### config.mk
export PLATFORM = sky130hd
export DESIGN_NAME = fifo_rr_arbiter_flat
export DESIGN_NICKNAME = d
export VERILOG_FILES = /design/src/rtl/fifo_rr_arbiter_pkg.sv /design/src/rtl/fifo_rr_arbiter_if.sv /design/src/rtl/fifo_rr_arbiter_rr_pick.sv /design/src/rtl/fifo_rr_arbiter.sv /design/src/flat_wrapper.sv
export SDC_FILE = /design/constraint.sdc
export NUM_CORES = 1
export LEC_CHECK = 0
export ABC_AREA = 1
export ABC_CLOCK_PERIOD_IN_PS = 2880
export CAP_MARGIN = 10
export CORE_AREA = 2 2 72 74
export DETAILED_ROUTE_END_ITERATION = 7
export DIE_AREA = 0 0 74 76
export GPL_TIMING_DRIVEN = 1
export PLACE_DENSITY_LB_ADDON = 0.25
export SLEW_MARGIN = 20
export SYNTH_ARGS = -nofsm -noshare
export SYNTH_HDL_FRONTEND = slang
export SYNTH_SLANG_ARGS = --single-unit
### constraint.sdc
create_clock -name clk_i -period 2.88 [get_ports clk_i]
set_input_delay 0.432 -clock clk_i [delete_from_list [all_inputs] [get_ports clk_i]]
set_output_delay 0.432 -clock clk_i [all_outputs]
set_load 0.05 [all_outputs]
### src/rtl/fifo_rr_arbiter_pkg.sv
// Shared types for the FIFO enqueue-port arbiter: word width, requester count
// and the arbiter state encoding.
package fifo_types;

    localparam int WIDTH_P   = 8;
    localparam int NUM_REQ_P = 4;

    typedef logic [WIDTH_P-1:0]           word_t;
    typedef logic [$clog2(NUM_REQ_P)-1:0] req_idx_t;

    typedef enum logic {
        IDLE   = 1'b0,
        LOCKED = 1'b1
    } arb_state_e;

endpackage

### src/rtl/fifo_rr_arbiter_if.sv
// Requester-side and FIFO-side handshake bundle of the arbiter. The arbiter
// uses the slave view; the requesters and the FIFO together form the master.
interface fifo_rr_arbiter_if #(
    parameter int NUM_REQ_P = fifo_types::NUM_REQ_P,
    parameter int WIDTH_P   = fifo_types::WIDTH_P
);
    logic [NUM_REQ_P-1:0]              req_valid_i;
    logic [NUM_REQ_P-1:0][WIDTH_P-1:0] req_data_i;
    logic [NUM_REQ_P-1:0]              req_last_i;
    logic [NUM_REQ_P-1:0]              req_ready_o;
    logic                              enq_valid_o;
    logic [WIDTH_P-1:0]                enq_data_o;
    logic                              enq_ready_i;
    logic [NUM_REQ_P-1:0]              grant_o;
    logic                              locked_o;

    modport slave (
        input  req_valid_i, req_data_i, req_last_i, enq_ready_i,
        output req_ready_o, enq_valid_o, enq_data_o, grant_o, locked_o
    );

    modport master (
        output req_valid_i, req_data_i, req_last_i, enq_ready_i,
        input  req_ready_o, enq_valid_o, enq_data_o, grant_o, locked_o
    );
endinterface

### src/rtl/fifo_rr_arbiter_rr_pick.sv
// Combinational round-robin search: first valid requester starting at ptr_i,
// wrapping from NUM_REQ_P-1 back to 0.
module rr_pick #(
    parameter int NUM_REQ_P = fifo_types::NUM_REQ_P,
    localparam int IDX_W    = (NUM_REQ_P > 1) ? $clog2(NUM_REQ_P) : 1
) (
    input  logic [NUM_REQ_P-1:0] valid_i,
    input  logic [IDX_W-1:0]     ptr_i,
    output logic [NUM_REQ_P-1:0] grant_o,
    output logic [IDX_W-1:0]     idx_o,
    output logic                 any_o
);
    localparam logic [IDX_W-1:0] LAST_IDX = IDX_W'(NUM_REQ_P - 1);

    logic [IDX_W-1:0] cand;

    always_comb begin
        grant_o = '0;
        idx_o   = '0;
        any_o   = 1'b0;
        cand    = ptr_i;
        for (int i = 0; i < NUM_REQ_P; i++) begin
            if (!any_o && valid_i[cand]) begin
                any_o         = 1'b1;
                idx_o         = cand;
                grant_o[cand] = 1'b1;
            end
            cand = (cand == LAST_IDX) ? '0 : cand + 1'b1;
        end
    end
endmodule

### src/rtl/fifo_rr_arbiter.sv
// Packet-aware round-robin arbiter sharing one FIFO enqueue port among
// NUM_REQ_P requesters; a multi-word or stalled packet holds the grant.
//
// state  | meaning
// IDLE   | no packet in flight; winner picked round-robin from ptr
// LOCKED | owner holds the port until it transfers a word with last set
module fifo_rr_arbiter #(
    parameter int NUM_REQ_P = fifo_types::NUM_REQ_P,
    parameter int WIDTH_P   = fifo_types::WIDTH_P
) (
    input  logic             clk_i,
    input  logic             reset_n_i,
    fifo_rr_arbiter_if.slave bus
);
    localparam int IDX_W = (NUM_REQ_P > 1) ? $clog2(NUM_REQ_P) : 1;
    localparam logic [IDX_W-1:0] LAST_IDX = IDX_W'(NUM_REQ_P - 1);

    typedef logic [IDX_W-1:0] idx_t;

    function automatic idx_t wrap_inc(input idx_t idx);
        return (idx == LAST_IDX) ? '0 : idx + 1'b1;
    endfunction

    fifo_types::arb_state_e state_q, state_d;
    idx_t                   owner_q, owner_d;
    idx_t                   ptr_q, ptr_d;

    logic [NUM_REQ_P-1:0] pick_grant;
    idx_t                 pick_idx;
    logic                 pick_any;

    idx_t                 winner;
    logic                 has_winner;
    logic                 xfer;
    logic [NUM_REQ_P-1:0] grant;
    logic [NUM_REQ_P-1:0] ready;
    logic                 enq_valid;
    logic [WIDTH_P-1:0]   enq_data;

    rr_pick #(.NUM_REQ_P(NUM_REQ_P)) u_rr_pick (
        .valid_i (bus.req_valid_i),
        .ptr_i   (ptr_q),
        .grant_o (pick_grant),
        .idx_o   (pick_idx),
        .any_o   (pick_any)
    );

    always_ff @(posedge clk_i or negedge reset_n_i) begin
        if (!reset_n_i) begin
            state_q <= fifo_types::IDLE;
            owner_q <= '0;
            ptr_q   <= '0;
        end else begin
            state_q <= state_d;
            owner_q <= owner_d;
            ptr_q   <= ptr_d;
        end
    end

    // Outputs are gated by the raw reset so they read zero the moment it asserts.
    always_comb begin
        grant     = '0;
        ready     = '0;
        enq_valid = 1'b0;
        enq_data  = '0;
        if (state_q == fifo_types::LOCKED) begin
            winner     = owner_q;
            has_winner = 1'b1;
        end else begin
            winner     = pick_idx;
            has_winner = pick_any;
        end
        if (has_winner && reset_n_i) begin
            if (state_q == fifo_types::LOCKED) grant[winner] = 1'b1;
            else                               grant = pick_grant;
            enq_valid     = bus.req_valid_i[winner];
            enq_data      = bus.req_data_i[winner];
            ready[winner] = bus.enq_ready_i;
        end
        xfer = enq_valid && bus.enq_ready_i;
    end

    always_comb begin
        state_d = state_q;
        owner_d = owner_q;
        ptr_d   = ptr_q;
        case (state_q)
            fifo_types::IDLE: begin
                if (pick_any) begin
                    if (xfer && bus.req_last_i[pick_idx]) begin
                        ptr_d = wrap_inc(pick_idx);
                    end else begin
                        state_d = fifo_types::LOCKED;
                        owner_d = pick_idx;
                    end
                end
            end
            fifo_types::LOCKED: begin
                if (xfer && bus.req_last_i[owner_q]) begin
                    state_d = fifo_types::IDLE;
                    ptr_d   = wrap_inc(owner_q);
                end
            end
            default: state_d = fifo_types::IDLE;
        endcase
    end

    assign bus.grant_o     = grant;
    assign bus.req_ready_o = ready;
    assign bus.enq_valid_o = enq_valid;
    assign bus.enq_data_o  = enq_data;
    assign bus.locked_o    = reset_n_i && (state_q == fifo_types::LOCKED);
endmodule

### src/flat_wrapper.sv
// flat-port wrapper written by rule: the top's interface ports become plain ports
module fifo_rr_arbiter_flat 
#(
    parameter int NUM_REQ_P = fifo_types::NUM_REQ_P,
    parameter int WIDTH_P   = fifo_types::WIDTH_P
)
  (clk_i, reset_n_i, bus_req_valid_i, bus_req_data_i, bus_req_last_i, bus_enq_ready_i, bus_req_ready_o, bus_enq_valid_o, bus_enq_data_o, bus_grant_o, bus_locked_o);
  fifo_rr_arbiter_if #(.NUM_REQ_P(NUM_REQ_P), .WIDTH_P(WIDTH_P)) bus_i ();
  input  logic clk_i;
  input  logic reset_n_i;
  input wire logic [$bits(bus_i.req_valid_i)-1:0] bus_req_valid_i;
  input wire logic [$bits(bus_i.req_data_i)-1:0] bus_req_data_i;
  input wire logic [$bits(bus_i.req_last_i)-1:0] bus_req_last_i;
  input wire logic [$bits(bus_i.enq_ready_i)-1:0] bus_enq_ready_i;
  output wire logic [$bits(bus_i.req_ready_o)-1:0] bus_req_ready_o;
  output wire logic [$bits(bus_i.enq_valid_o)-1:0] bus_enq_valid_o;
  output wire logic [$bits(bus_i.enq_data_o)-1:0] bus_enq_data_o;
  output wire logic [$bits(bus_i.grant_o)-1:0] bus_grant_o;
  output wire logic [$bits(bus_i.locked_o)-1:0] bus_locked_o;
  assign bus_i.req_valid_i = bus_req_valid_i;
  assign bus_i.req_data_i = bus_req_data_i;
  assign bus_i.req_last_i = bus_req_last_i;
  assign bus_i.enq_ready_i = bus_enq_ready_i;
  assign bus_req_ready_o = bus_i.req_ready_o;
  assign bus_enq_valid_o = bus_i.enq_valid_o;
  assign bus_enq_data_o = bus_i.enq_data_o;
  assign bus_grant_o = bus_i.grant_o;
  assign bus_locked_o = bus_i.locked_o;
  fifo_rr_arbiter #(.NUM_REQ_P(NUM_REQ_P), .WIDTH_P(WIDTH_P)) u_core (.clk_i(clk_i), .reset_n_i(reset_n_i), .bus(bus_i));
endmodule
==> summary.md, run 1 <==
| Metric | Value |
|---|---|
| Status | `finished, violations left` |
| Failing checks | `setup timing` |
| Seq cells post-synth | `5` |
| Initial antenna violation count | `0` |
| Met1 usage | `0.262` |
| Vias | `~1.9k` |
| CP Depth | `16` |
| # rows | `26` |
| Slowest CP cell | `clkdlybuf4s50_1` |
| Ratio of cells with drive above 1 in the final layout | `0.561` |
| Final Cycle Share | `1.09` |
| CTS buffer count | `3` |
| WL per Instance | `roughly 14 µm` |
| Worst hold path type | `input pin to async pin` |
| Post-DRT Antenna Nets | `0` |
| Avg Cell Area, Syn | `between 6 and 7 µm²` |
| First-pass GRT wire length | `between 9000 and 10000 µm` |
| Area grow syn2layout | `139%` |
| Routed vias/inst | `4.76` |
| I/O pin count | `between 60 and 70` |
| CTS max path bufs | `2` |
| Final RePlAce weighted congestion | `0.851` |
| Met3 usage | `0.0238` |
| GRT Residual Overflow | `0` |
| Vert. Die Dim | `76 µm` |
| CP peak stage delay | `0.43 ns` |
| Total iterations of the first detailed-routing run | `4` |
| Grt peak-use layer | `met2` |
| Arrival time at the worst endpoint | `2.70 ns` |
| CTS H-tree lvls | `1` |
| Reg area | `between 100 and 150 µm²` |
| Vias in the first global route | `~2.0k` |
| Final setup vio count | `17` |
| Synthesized cell area | `1310 µm²` |
| Setup crit end kind | `output pin` |
| Fin worst setup slack | `-0.254 ns` |
| Post-CTS Hold Buffers | `0` |
| WP data required | `roughly 2.5 ns` |
| CTS tree | `built` |
| Reg2reg path depth | `20` |
| Slew @ Worst Pin | `roughly 0.49 ns` |
| Cell count after synthesis | `roughly 200` |
| Syn. warnings | `0` |
| Crit path kind | `input pin to output pin` |
| Fmax | `around 320 MHz` |
| # DRC | `0` |
| Hpwl dp | `4020 µm` |
| # Max-Cap Violations | `0` |
| Dpl ws | `-0.255 ns` |
| Final Hold Viols | `0` |
| DRT iter0 DRCs | `80` |
| Crit-path max FO | `6` |
| Largest net degree at the start of global routing | `14` |
| Total Wirelength | `5590 µm` |
| Core Area | `4910 µm²` |
| Top Family by Delay on Critical Path | `simple AND/OR/NAND/NOR gates` |
| Root Buffer | `clkbuf_8` |
| Multi-input gate area | `approximately 1500 µm²` |
| Cell variety after synth | `32` |
| Crit-path cells | `clkdlybuf4s50_1, inv_2, nand2_1, nand3_2, nand2_4, nor2_8, nand2_8, o21ai_4, nand2_4, o21ai_4, a21oi_4, nor2_4, buf_6, a22oi_2, a21oi_4, buf_12` |
| Skew final | `roughly 0.00022 ns` |
| IO buf count | `60` |
| Final nets | `370` |
| Full die area | `approximately 5600 µm²` |
| Ant diodes | `0` |
| Starting density of the core | `0.267` |
| Clock transition at path regs | `approximately 0.03 ns` |
| Met2 Usage GRT | `0.359` |
| Worst-skew pair later-pin latency | `0.22 ns` |
| FILL cells | `between 400 and 500` |
| Die width | `around 74 µm` |
| RSZ-0062 raised after global routing | `yes` |
| Worst setup SP type | `input pin` |
| CTS sink cnt | `5` |
| Syn Nets | `around 250` |
| Crit path time final | `3.13 ns` |
| Seq/Total Area, Yosys | `0.0952` |
| Slew Limit Fails | `0` |
| CP bufs+invs | `4` |
| Relative slew slack | `0.671` |
| GRT Resource Usage Total | `0.204` |
==> cell families after synthesis <==
family / after synthesis / share of synthesized area
AO/OA/AOI/OAI: 44 / 0.244
adder cells (fa/ha/maj): 5 / 0.0476
buffers and inverters: 26 / 0.0848
flip-flops: 5 / 0.0952
AND/OR/NAND/NOR: 119 / 0.529
==> timing repair <==
| item | 4_1_cts | 5_1_grt |
|---|---|---|
| cloned | 0 | 0 |
| resized for setup | 45 | 15 |
| setup endpoints to repair | 17 | 19 |
| pin swaps | 14 | 20 |
| buffers inserted | 19 | 8 |
==> cell type report <==
cell class	instances	share of cell area
clock buffers	4	0.0143
inverters	23	0.0362
multi-input cells	168	0.471
flip-flops and latches	5	0.0402
well taps	70	0.0279
repair buffers	121	0.411
==> final timing paths <==
path	start	slack, ns	end
max	bus_req_valid_i[3]	-0.25	bus_enq_data_o[0]
min	reset_n_i	0.52	u_core.owner_q[0]$_DFFE_PN0P_
max reg2reg	u_core.ptr_q[0]$_DFFE_PN0P_	0.16	u_core.ptr_q[1]$_DFFE_PN0P_
min reg2reg	u_core.owner_q[1]$_DFFE_PN0P_	0.56	u_core.owner_q[1]$_DFFE_PN0P_
max in group asynchronous	reset_n_i	2.23	u_core.ptr_q[0]$_DFFE_PN0P_
min in group clk_i	u_core.owner_q[1]$_DFFE_PN0P_	0.56	u_core.owner_q[1]$_DFFE_PN0P_
==> state kept, by name, summed over array words and instances, names as in the netlist <==
name / count
u_core.owner_q: 2
u_core.state_q: 1
u_core.ptr_q: 2
==> per-layer routing <==
metal / wire [µm] / up-vias
li1: - / 936
met1: 2400 / 890
met2: 3020 / 33
met3: 155 / 2
met4: 10 / 0
met5: 0 / -
==> cells in the final DEF, fill, tap and decap left out, drive strengths merged <==
master         count
nor3               5
clkbuf             4
clkinv             1
o221a              1
and2               2
a22oi             20
clkdlybuf4s50     42
nand3b             2
ha                 5
o21ai              4
nand2             71
dfrtp              5
o221ai             3
a221oi             1
inv               22
a21oi             14
nand3             18
o211ai             1
nand4              5
nor2              16
dlygate4sd2        1
buf               78
==> Yosys cell counts <==
library cell / n / area share
nor2_1: 9 / 0.026
buf_6: 1 / 0.0086
a21oi_1: 13 / 0.050
nor2_8: 1 / 0.015
nand3_1: 14 / 0.053
o211ai_1: 1 / 0.0057
nor3_1: 5 / 0.019
dfrtp_1: 5 / 0.095
o221ai_1: 3 / 0.020
and2_1: 2 / 0.0095
o21ai_4: 1 / 0.012
a22oi_1: 20 / 0.11
inv_6: 1 / 0.0067
nand3_2: 4 / 0.030
ha_1: 5 / 0.048
nor2_2: 1 / 0.0048
o21ai_0: 2 / 0.0076
inv_1: 17 / 0.049
inv_2: 4 / 0.011
o221a_2: 1 / 0.0086
nand2_4: 9 / 0.077
a221oi_1: 1 / 0.0067
o21ai_2: 1 / 0.0067
nand4_4: 1 / 0.016
nand2_2: 14 / 0.067
nand3b_1: 2 / 0.011
nor2_4: 5 / 0.043
a21oi_4: 1 / 0.012
nand2_1: 48 / 0.14
nand4_1: 4 / 0.019
clkbuf_1: 2 / 0.0057
clkinv_2: 1 / 0.0038
==> stage by stage <==
step           instances  hold WS (ns)  utilization  TNS, ns  cell area, µm²
2_1_floorplan        199         0.136            -  -0.0148            1530
3_3_place_gp         362         0.542        0.539    -2.35            2650
3_5_place_dp         362         0.553        0.539    -2.67            2650
4_1_cts              384         0.518        0.617    -2.18            3030
5_1_grt              391         0.545        0.640    -5.16            3140
6_report             391         0.519        0.640    -2.61            3140
Power of run 1 is not shown: default switching activity piles up to over one toggle a cycle in this logic, so the estimate is an artifact.
==> inputs of run 2 (changes only) <==
--- a/config.mk
+++ b/config.mk
@@ -8,12 +8,12 @@
 export ABC_AREA = 1
 export ABC_CLOCK_PERIOD_IN_PS = 2880
 export CAP_MARGIN = 10
-export CORE_AREA = 2 2 72 74
+export CORE_AREA = 2 2 60 62
 export DETAILED_ROUTE_END_ITERATION = 7
-export DIE_AREA = 0 0 74 76
-export GPL_TIMING_DRIVEN = 1
+export DIE_AREA = 0 0 62 64
 export PLACE_DENSITY_LB_ADDON = 0.25
 export SLEW_MARGIN = 20
 export SYNTH_ARGS = -nofsm -noshare
 export SYNTH_HDL_FRONTEND = slang
+export SYNTH_HIERARCHICAL = 1
 export SYNTH_SLANG_ARGS = --single-unit
==> run 2 against run 1 <==
Compared with the run above:
- the flow still finishes with violations (setup timing)
- via count rose by 24%
- clock skew rose by 0.0023 ns
- sequential share of layout area rose by 0.35 points
- register-to-register slack got worse by 0.28 ns
- synthesized cell count rose by 6.5%
- core utilization rose by 25 points
- non-clock buffer count fell by 3
- flip-flop and latch count did not move
- count of clock-buffer cells in the layout did not move
- global-route usage rose by 16 points
- critical endpoint is now bus_enq_data_o[1]
==> summary.md, run 2 <==
| Metric | Value |
|---|---|
| Status | `finished, violations left` |
| Failing checks | `setup timing` |
| First-pass GRT wire length | `around 11000 µm` |
| Seq/Total Area, Yosys | `0.0934` |
| Relative slew slack | `0.666` |
| Final cell count without fillers | `380` |
| # DRC | `0` |
| Ant diodes | `0` |
| Slew @ Worst Pin | `roughly 0.5 ns` |
| Cell count after synthesis | `212` |
| Worst-skew pair later-pin latency | `0.25 ns` |
| DRT iter0 DRCs | `197` |
| Most common cell after layout, fill and taps aside | `buf_4` |
| Avg Cell Area, Syn | `~6.3 µm²` |
| Area grow syn2layout | `118%` |
| RSZ-0062 raised after global routing | `yes` |
| Final core area utilization | `0.888` |
| Fin worst setup slack | `-0.632 ns` |
| Most frequent cells in the layout | `buf_4, clkdlybuf4s50_1, nand2_1` |
| Syn Nets | `about 260` |
| Final nets | `approximately 390` |
| WL per Instance | `roughly 22 µm` |
| Crit path kind | `flip-flop to output pin` |
| Hpwl dp | `between 3000 and 4000 µm` |
| Setup crit end kind | `output pin` |
| Post-synth EDFFs | `0` |
| Worst hold path type | `input pin to async pin` |
| Ratio of cells with drive above 1 in the final layout | `0.521` |
| Largest net degree at the start of global routing | `14` |
| Adder-cell share of the synthesized area | `0.0840` |
| Cell variety after synth | `35` |
| CTS max path bufs | `2` |
| Total iterations of the first detailed-routing run | `5` |
| Final Hold Viols | `0` |
| I/O pin count | `61` |
| Post-CTS Hold Buffers | `0` |
| Clock transition at path regs | `0.04 ns` |
| FILL cells | `~150` |
| Main flop type after synthesis | `dfrtp_1` |
| CTS tree | `built` |
| Starting density of the core | `0.408` |
| Crit path time final | `between 3 and 4 ns` |
| Skew final | `roughly 0.0025 ns` |
| # Max-Cap Violations | `0` |
| Largest family of logic cells by synthesized area | `simple AND/OR/NAND/NOR gates` |
| Root Buffer | `clkbuf_4` |
| Vias | `roughly 2.3k` |
| Full die area | `between 3000 and 4000 µm²` |
| GRT Resource Usage Total | `0.362` |
| IO buf count | `60` |
| Syn. warnings | `6` |
| CTS buffer count | `3` |
| Synthesized cell area | `roughly 1300 µm²` |
| WP data required | `around 2.5 ns` |
| Post-DRT Antenna Nets | `0` |
| Seq cells post-synth | `5` |
| Yosys top cell area share | `0.148` |
| Post-Place Cells | `between 300 and 400` |
| Final setup vio count | `22` |
| Fraction of synthesized cell area in xor and xnor cells | `0.00654` |
| Crit-path max FO | `6` |
| CTS sink cnt | `5` |
| Routed vias/inst | `6.07` |
| Fmax | `285 MHz` |
| Initial antenna violation count | `0` |
| GRT Residual Overflow | `0` |
| Core Area | `3280 µm²` |
| Setup Total Neg Slack | `-8.23 ns` |
| Final Cycle Share | `1.22` |
| Vert. Die Dim | `64 µm` |
| Regs by FF count | `u_core/owner_q: 2 flops, u_core/ptr_q: 2 flops, u_core/state_q: 1 flops` |
| Asr flop ratio synth | `1.00` |
| Leading post-synthesis cells by cell area | `nand2_1, nand3_1, dfrtp_1` |
| Top-count cell post-synth | `nand2_1` |
| Worst setup SP type | `flip-flop` |
| Arrival time at the worst endpoint | `about 3.1 ns` |
| Slew Limit Fails | `0` |
| # rows | `21` |
| Compound-cell area share of the yosys netlist | `0.182` |
| Post-synthesis mux area share | `0` |
| Total Wirelength | `8310 µm` |
| Die width | `just over 60 µm` |
| Post-synth top area cell | `nand2_1` |
| CTS H-tree lvls | `1` |
| Vias in the first global route | `roughly 2.1k` |
| Final RePlAce weighted congestion | `approximately 0.85` |
| Post-synth top cells | `nand2_1, nand3_1, inv_1` |
| Synth Area in Simple Gates | `0.514` |
[run 2: critical path, stage by stage (launching register included)]
cell and delay (ns):
dfrtp_2 0.43, inv_2 0.08, ha_4 0.33, nand2_1 0.08, nand2_1 0.08, nand2_2 0.07
a21oi_4 0.21, inv_2 0.09, nand3_1 0.16, nand3_2 0.17, nand2_2 0.14, nand2_4 0.10
nor2_4 0.20, buf_12 0.16, a22oi_2 0.08, a21oi_4 0.23, buf_8 0.20
[run 2: cell families (layout without fill, tap and decap cells)]
kind of cell,count (synthesis),in the layout
DFF,5,5
adders and majority gates,9,9
AOI/OAI and AO/OA,35,35
buffers and inverters,35,154
and+or+nand+nor,127,130
xor gates and xnor gates,1,1
[run 2: metal layers]
| metal | part of all wire | vias to the layer above | routed length [µm] | global-route usage |
|---|---|---|---|---|
| met4 | 0.095 | 0 | 792 | 0.245 |
| met1 | 0.34 | 1062 | 2820 | 0.381 |
| met5 | 0 | - | 0 | 0 |
| li1 | - | 974 | - | - |
| met2 | 0.47 | 188 | 3940 | 0.602 |
| met3 | 0.090 | 84 | 750 | 0.0951 |
[run 2: final timing paths]
check                                              startpoint                            end  slack, ns  depth (start not counted)
worst max-delay path              u_core/ptr_q[1]$_DFFE_PN0P_              bus_enq_data_o[1]      -0.63                         16
worst min-delay path                                reset_n_i  u_core/owner_q[0]$_DFFE_PN0P_       0.40                          1
worst max register to register    u_core/ptr_q[1]$_DFFE_PN0P_    u_core/ptr_q[1]$_DFFE_PN0P_      -0.12                         19
worst min register to register  u_core/owner_q[1]$_DFFE_PN0P_  u_core/owner_q[1]$_DFFE_PN0P_       0.55                          2
max in group asynchronous                           reset_n_i    u_core/ptr_q[0]$_DFFE_PN0P_       2.15                          2
min in group clk_i              u_core/owner_q[1]$_DFFE_PN0P_  u_core/owner_q[1]$_DFFE_PN0P_       0.55                          2
[run 2: metrics by stage]
stage          cell area (µm²)  hold WS, ns  setup slack [ns]
2_1_floorplan             1560        0.136            -0.239
3_3_place_gp              2440        0.535            -0.245
3_5_place_dp              2440        0.549            -0.298
4_1_cts                   2810        0.387            -0.201
5_1_grt                   2920        0.401            -0.802
6_report                  2920        0.398            -0.632
[run 2: cell type report]
class / instances / area [µm²] / share of cell area
Clock buffer: 4 / 26.3 / 0.00901
Timing Repair Buffer: 118 / 1120 / 0.384
Sequential cell: 5 / 128 / 0.0437
Inverter: 32 / 135 / 0.0463
Multi-Input combinational cell: 175 / 1450 / 0.497
Tap cell: 46 / 57.6 / 0.0197
[run 2: repair_timing]
item                       4_1_cts  5_1_grt
gates resized for setup         51       18
gates cloned                     3        0
pin swaps                       23        9
setup endpoints to repair       17       19
setup buffers                   16        6
Power of run 2 is left out for the same reason.
